**config.mk**
```make
export PLATFORM = sky130hd
export DESIGN_NAME = cell_path_bist
export DESIGN_NICKNAME = d
export VERILOG_FILES = /design/src/rtl/cell_path_bist.sv
export SDC_FILE = /design/constraint.sdc
export NUM_CORES = 1
export LEC_CHECK = 0
export BUFFER_PORTS_ARGS = -buffer_cell sky130_fd_sc_hd__buf_2
export CAP_MARGIN = 40
export CORE_ASPECT_RATIO = 0.8
export CORE_MARGIN = 5
export CORE_UTILIZATION = 50
export DETAILED_ROUTE_END_ITERATION = 8
export GPL_TIMING_DRIVEN = 0
export PLACE_DENSITY = 0.79
export SLEW_MARGIN = 20
export SYNTH_ARGS = -nofsm -noshare
export SYNTH_HDL_FRONTEND = slang
export SYNTH_SLANG_ARGS = --single-unit
```
**constraint.sdc**
```tcl
create_clock -name i_clk -period 2.2 [get_ports i_clk]
set_clock_uncertainty 0.05 [all_clocks]
set_input_delay 0.11 -clock i_clk [delete_from_list [all_inputs] [get_ports i_clk]]
set_output_delay 0.11 -clock i_clk [all_outputs]
set_load 0.01 [all_outputs]
```
**src/rtl/cell_path_bist.sv**
```systemverilog
// cell_path_bist: LFSR pattern source and MISR response compactor wrapped
// around a mapped standard-cell path.
// Optional feature macro: GOLDEN_CMP_EN adds i_golden / o_pass and the
// end-of-run signature comparator.
//
// state   | meaning
// --------+----------------------------------------------------------
// S_IDLE  | waiting for i_start; outputs hold the last run's results
// S_RUN   | one pattern per cycle on o_pat_out, NPAT cycles
// S_DRAIN | LAT cycles letting in-flight responses reach the MISR
// S_DONE  | one-cycle o_done pulse; signature is final
module cell_path_bist #(
    parameter int               WIDTH = 8,
    parameter logic [WIDTH-1:0] TAPS  = 8'hB8,
    parameter int               NPAT  = 255,
    parameter int               LAT   = 1
) (
    input  logic             i_clk,
    input  logic             i_rst_n,
    input  logic             i_start,
    input  logic [WIDTH-1:0] i_seed,
    output logic [WIDTH-1:0] o_pat_out,
    input  logic [WIDTH-1:0] i_resp_in,
    output logic             o_busy,
    output logic             o_done,
    output logic [WIDTH-1:0] o_signature
`ifdef GOLDEN_CMP_EN
    ,
    input  logic [WIDTH-1:0] i_golden,
    output logic             o_pass
`endif
);

    localparam int CW = $clog2(NPAT + 1);
    localparam int PW = (LAT > 0) ? LAT : 1;
    localparam logic [2:0] DRAIN_LOAD = (LAT > 0) ? 3'(LAT - 1) : 3'd0;

    typedef enum logic [1:0] {
        S_IDLE  = 2'd0,
        S_RUN   = 2'd1,
        S_DRAIN = 2'd2,
        S_DONE  = 2'd3
    } state_t;

    state_t           r_state;
    state_t           w_state_next;
    logic [WIDTH-1:0] r_pat;
    logic [WIDTH-1:0] r_sig;
    logic [CW-1:0]    r_cnt;
    logic [PW-1:0]    r_vpipe;
    logic [2:0]       r_drain;
    logic             w_run;
    logic             w_last_pat;
    logic             w_cmp_en;
    logic [WIDTH-1:0] w_pat_adv;
    logic [WIDTH-1:0] w_sig_next;

    assign w_run      = (r_state == S_RUN);
    assign w_last_pat = (r_cnt == CW'(NPAT - 1));
    // With no pipeline stages the response lines up with the pattern itself.
    assign w_cmp_en   = (LAT == 0) ? w_run : r_vpipe[PW-1];
    assign w_pat_adv  = {r_pat[WIDTH-2:0], ^(r_pat & TAPS)};
    assign w_sig_next = w_cmp_en ? ({r_sig[WIDTH-2:0], ^(r_sig & TAPS)} ^ i_resp_in)
                                 : r_sig;

    // State register.
    always_ff @(posedge i_clk or negedge i_rst_n) begin
        if (!i_rst_n) r_state <= S_IDLE;
        else          r_state <= w_state_next;
    end

    // Next-state decode.
    always_comb begin
        w_state_next = r_state;
        case (r_state)
            S_IDLE:  if (i_start) w_state_next = S_RUN;
            S_RUN:   if (w_last_pat) w_state_next = (LAT > 0) ? S_DRAIN : S_DONE;
            S_DRAIN: if (r_drain == 3'd0) w_state_next = S_DONE;
            default: w_state_next = S_IDLE;
        endcase
    end

    // Pattern generator, pattern counter, valid pipe, drain timer and MISR.
    always_ff @(posedge i_clk or negedge i_rst_n) begin
        if (!i_rst_n) begin
            r_pat   <= '0;
            r_sig   <= '0;
            r_cnt   <= '0;
            r_vpipe <= '0;
            r_drain <= '0;
        end else begin
            r_vpipe <= (r_vpipe << 1) | PW'(w_run);
            r_sig   <= w_sig_next;
            case (r_state)
                S_IDLE: begin
                    if (i_start) begin
                        // An all-zero seed would lock the LFSR.
                        r_pat <= (i_seed == '0) ? WIDTH'(1) : i_seed;
                        r_sig <= '0;
                        r_cnt <= '0;
                    end
                end
                S_RUN: begin
                    r_pat <= w_pat_adv;
                    r_cnt <= r_cnt + CW'(1);
                    if (w_state_next == S_DRAIN) r_drain <= DRAIN_LOAD;
                end
                S_DRAIN: begin
                    if (r_drain != 3'd0) r_drain <= r_drain - 3'd1;
                end
                default: ;
            endcase
        end
    end

`ifdef GOLDEN_CMP_EN
    logic r_pass;

    // Compare the signature being written on the edge that enters DONE.
    always_ff @(posedge i_clk or negedge i_rst_n) begin
        if (!i_rst_n) begin
            r_pass <= 1'b0;
        end else if (r_state == S_IDLE && i_start) begin
            r_pass <= 1'b0;
        end else if (w_state_next == S_DONE && r_state != S_DONE) begin
            r_pass <= (w_sig_next == i_golden);
        end
    end

    assign o_pass = r_pass;
`endif

    assign o_pat_out   = r_pat;
    assign o_signature = r_sig;
    assign o_busy      = (r_state == S_RUN) || (r_state == S_DRAIN);
    assign o_done      = (r_state == S_DONE);

endmodule

```
# Word level (Yosys, flattened, before mapping)
# Index checks and enable logic that the tools add are counted.
# word_totals
register_bits	30
latchBits	0
ram_bits	0
mem_bits_ro	0
input_bits	19
out_inout_bits	18
mem_count	0
# op_classes
add_sub_neg	2
multipliers	0
n_div	0
order_cmp	0
n_eq_ne	8
n_shift	0
n_mux	15
bitwise_logic	1
n_reduce_logical	11
# op_table
op	n
$mux W8	6
$pmux W8 S2	2
$reduce_xor A8 Y1	2
$add A8 B1 Y8 const B	1
$eq A8 B8 Y1 const B	1
$logic_not A8 Y1	1
$xor A8 B8 Y8	1
$eq A2 B2 Y1 const B	3
$mux W2	3
$mux W3	2
$pmux W2 S3	1
$pmux W3 S2	1
$ne A2 B2 Y1 const B	2
$reduce_bool A2 Y1	2
$logic_not A3 Y1	1
$reduce_and A3 Y1	1
$reduce_bool A3 Y1	1
$sub A3 B1 Y3 const B	1
$eq A2 B1 Y1 const B	1
$logic_not A2 Y1	1
$ne A2 B1 Y1 const B	1
$reduce_and A2 Y1	1
$logic_or A1 B1 Y1	1

# Longest topological paths before layout
# depth
ltp_word	6
depth_mapped	8
mapped_depth_nobuf	8

# Worst setup path after synthesis
# OpenSTA, ideal clock, no wires.
# synth_path
path_kind	reg-to-reg
start	reg r_state[0]
end	reg r_drain[0]
setup_time_ps	79
t_arrival_ps	1636
t_required_ps	2071
setup_slack_ps	435
path_stages_with_launch	8
path_cell_list	dfrtp_1 > inv_1 > ha_1 > nand2_1 > a221oi_2 > nor2_2 > a41oi_4 > mux2i_1
# synth_between
elab_chain_cells	5
word_cells_on_any_way	13
classes_between	5 x eq/ne; 5 x mux; 3 x reduce/logical
# synth_rtl
element	line	source
from (decl)	45	state_t r_state;
from (signal assigned)	69	else r_state <= w_state_next;
$eq A2 B2 Y1 (tied with other cells)	75, 94	
$pmux W2 S3	75	case (r_state)
$eq A2 B2 Y1	106	if (w_state_next == S_DRAIN) r_drain <= DRAIN_LOAD;
$ne A2 B1 Y1 (no line)	n/a	
$reduce_and A3 Y1 (no line)	n/a	
to (signal assigned)	109	if (r_drain != 3'd0) r_drain <= r_drain - 3'd1;
to (decl)	51	logic [2:0] r_drain;
# Several ways; a longest one is shown, not always the timed one.
# A chain may end at the register's enable or synchronous reset.

# Worst setup path in the final report
# layout_path
start	reg r_state[0]
end	reg r_drain[1]
# The elaborated chain is that of the path after synthesis.

==> flow_summary.yaml <==
cells_and_area:
  drive_gt1_frac: 0.267
  final_cell_mix: "38 x buf_2, 30 x dfrtp_1, 22 x nor2_1"
  area_growth_pct: 21.1
  post-route-util: 0.642
  fin_area_um2: 2010
  seq_area_um2: 751
  mostFrequentLayoutCell: "buf_2"
  antenna_cells: 0
  num-fill-cells: 245
  fin_nets: 233
  multi_input_area_um2: 861
drt:
  vias_per_cell: 5.17
  drc: 0
  drtPass1Iterations: 5
  num_vias: 1272
  drt_iter0_markers: 54
  post_drt_wl_per_cell_um: 13.7
  final_antenna_net_count: 0
  routed_wl_um: 3360
cts:
  clk_latency_ns: 0.28
  cts_max_level: 2
  postCtsSetupRepairBufs: 0
  cts_hold_buf: 1
  cts_sinks: 30
  cts_tree: "done"
  cts_resized: 0
  clk_path_buf_depth: 2
  clk_pin_slew_ns: 0.06
  cts_made_buffers: 5
  cts-root-buf: "clkbuf_8"
setup_path:
  critPathKind: "flip-flop to flip-flop"
  critPathTopFamily: "compound AO/OA/AOI/OAI gates"
  crit_slowest_cell: "dfrtp_1"
  crit_start: "r_state[0]"
  ff2ff_path_depth: 7
  endpoint_kind: "flip-flop"
  worstPathArrival_ns: 2.12
  cp_max_fo: 5
  crit_buf_inv: 1
  path_cells: "inv_1 -> ha_1 -> nand2_1 -> a221oi_2 -> nor2_2 -> a41oi_4 -> mux2i_1"
  required_ns: 2.36
  crit_path_max_incr_delay_ns: 0.42
  critical_path_depth: 7
  worst_setup_path_start_kind: "flip-flop"
  r2r-start: "r_state[0]"
timing:
  slew_viol_final: 0
  hold_viol: 0
  tns_ns: 0
  rsz0062_at_grt: "no"
  setup_violations: 0
  fin_crit_ns: 1.97
  max_freq_mhz: 508
  worst_slack_ns: 0.233
  finalCritPeriodShare: 0.894
  max_slew_margin: 0.566
  max_slew.worst_pin.slew_ns: 0.651
synth:
  ys_types: 30
  synth-simple-area-share: 0.152
  synth-xor-area-share: 0.100
  syn_area_per_cell_um2: 10.3
  netlist_area_um2: 1660
  yosysSeqAreaShare: 0.452
  synth_top_family_by_area: "simple AND/OR/NAND/NOR gates"
  yosysWarnings: 0
  synthMuxAreaShare: 0.0754
  synth_adder_area_share: 0.0679
  ys_seq_elements: 30
  synth_nets: 189
  synth_compound_area_frac: 0.124
  syn-instance-count: 161
status:
  outcome: "finished, final reports clean"
power:
  ir_drop_v: 0.000769
  pwr_density_cell_nw_per_um2: 1370
  leakagePower_nw: 0.951
placement:
  gp_routability_congestion: 0.772
  place_ws_ns: 0.243
  numPortBuffers: 36
  place_hpwl_um: 2560
  placed_area_um2: 1890
grt:
  grt_pass1_vias: 1349
  grt_pass1_wl_um: 6100
  grt_usage: 0.178
  overflow: 0
  grt_max_degree: 31
  antenna_found_initial: 0
worst_hold_path:
  hold_path.class: "primary input to flip-flop"
  holdPathStages: 3
  min-delay-start: "i_resp_in[4]"
die:
  io_pins: 37
  dieArea_um2: 4580
  row_count: 18
  die_w_um: 74.4
  die_h_um: 61.5
  initial_utilization: 0.530
  core_um2: 3130
flow_run:
  cap_violations: 0
logic make-up (layout without fill, tap and decap cells):
group / count (synthesis) / after routing
mux: 12 / 12
fa+ha+maj: 9 / 9
xor+xnor: 19 / 19
buf+inv: 12 / 57
compound gates: 28 / 28
simple gates: 51 / 51
flops: 30 / 30
through the flow:
stage,total power [mW],hold WS (ns),std cells
2_1_floorplan,1.86,-0.236,161
6_report,2.76,0.0700,246
5_1_grt,2.99,0.0708,246
3_3_place_gp,2.18,0.116,237
4_1_cts,2.78,0.0705,246
3_5_place_dp,2.25,0.142,237
synthesized netlist by cell type:
master | count | share of area
nor4_1 | 1 | 0.0038
a211oi_1 | 7 | 0.032
nor3_1 | 1 | 0.0030
xor2_1 | 5 | 0.026
a21oi_1 | 9 | 0.027
o21ai_0 | 8 | 0.024
a21oi_4 | 1 | 0.0098
nor2_1 | 22 | 0.050
nor3_2 | 1 | 0.0060
a41oi_4 | 1 | 0.017
nand4_1 | 1 | 0.0038
xnor2_1 | 14 | 0.074
ha_1 | 9 | 0.068
buf_2 | 2 | 0.0060
or3_1 | 1 | 0.0038
nor2_2 | 1 | 0.0038
nand2_1 | 12 | 0.027
a221oi_2 | 1 | 0.0090
clkbuf_1 | 3 | 0.0068
mux2i_1 | 11 | 0.066
dfrtp_1 | 30 | 0.45
and2_1 | 2 | 0.0075
and4_4 | 1 | 0.0068
inv_1 | 7 | 0.016
nand4_2 | 1 | 0.0075
mux2_4 | 1 | 0.0090
nand3_2 | 1 | 0.0060
o2bb2ai_1 | 1 | 0.0053
and3_1 | 3 | 0.011
nand2b_1 | 3 | 0.011
where the power goes:
group	total [mW]	switching (mW)	leakage (nW)	internal [mW]
combinational	1.25	0.677	0.522	0.572
sequential	0.990	0.228	0.372	0.762
clock	0.516	0.201	0.0575	0.315
total	2.76	1.11	0.951	1.65
path summary, 6_finish.rpt:
path,slack [ns],endpoint
max,0.23,r_drain[1]
min in group asynchronous,0.34,o_pat_out[0]
max in group asynchronous,1.34,r_drain[0]
min,0.07,o_signature[4]
min reg2reg,0.48,r_drain[2]
max reg2reg,0.23,r_drain[1]
routing by layer:
layer | track usage | vias to the layer above | share of wire
met5 | 0 | - | 0
met3 | 0.0506 | 5 | 0.057
li1 | - | 634 | -
met2 | 0.290 | 26 | 0.48
met1 | 0.226 | 607 | 0.45
met4 | 0.0685 | 0 | 0.012
registers in the layout (all words and copies together), names as in the netlist:
register / cells
r_vpipe: 1
r_state: 2
o_pat_out: 8
o_signature: 8
r_cnt: 8
r_drain: 3
area by class of cell:
cell class | instances | area share
well taps | 40 | 0.0249
inverters | 7 | 0.0131
plain buffers | 5 | 0.0106
repair buffers | 37 | 0.0946
clock buffers | 8 | 0.0548
multi-input cells | 119 | 0.428
flip-flops and latches | 30 | 0.374
worst register-to-register path, stage by stage (launching register included):
cell	delay, ns
dfrtp_1	0.42
inv_1	0.16
ha_1	0.26
nand2_1	0.16
a221oi_2	0.27
nor2_2	0.08
a41oi_4	0.28
mux2i_1	0.21
(Power assumes the default switching activity.)
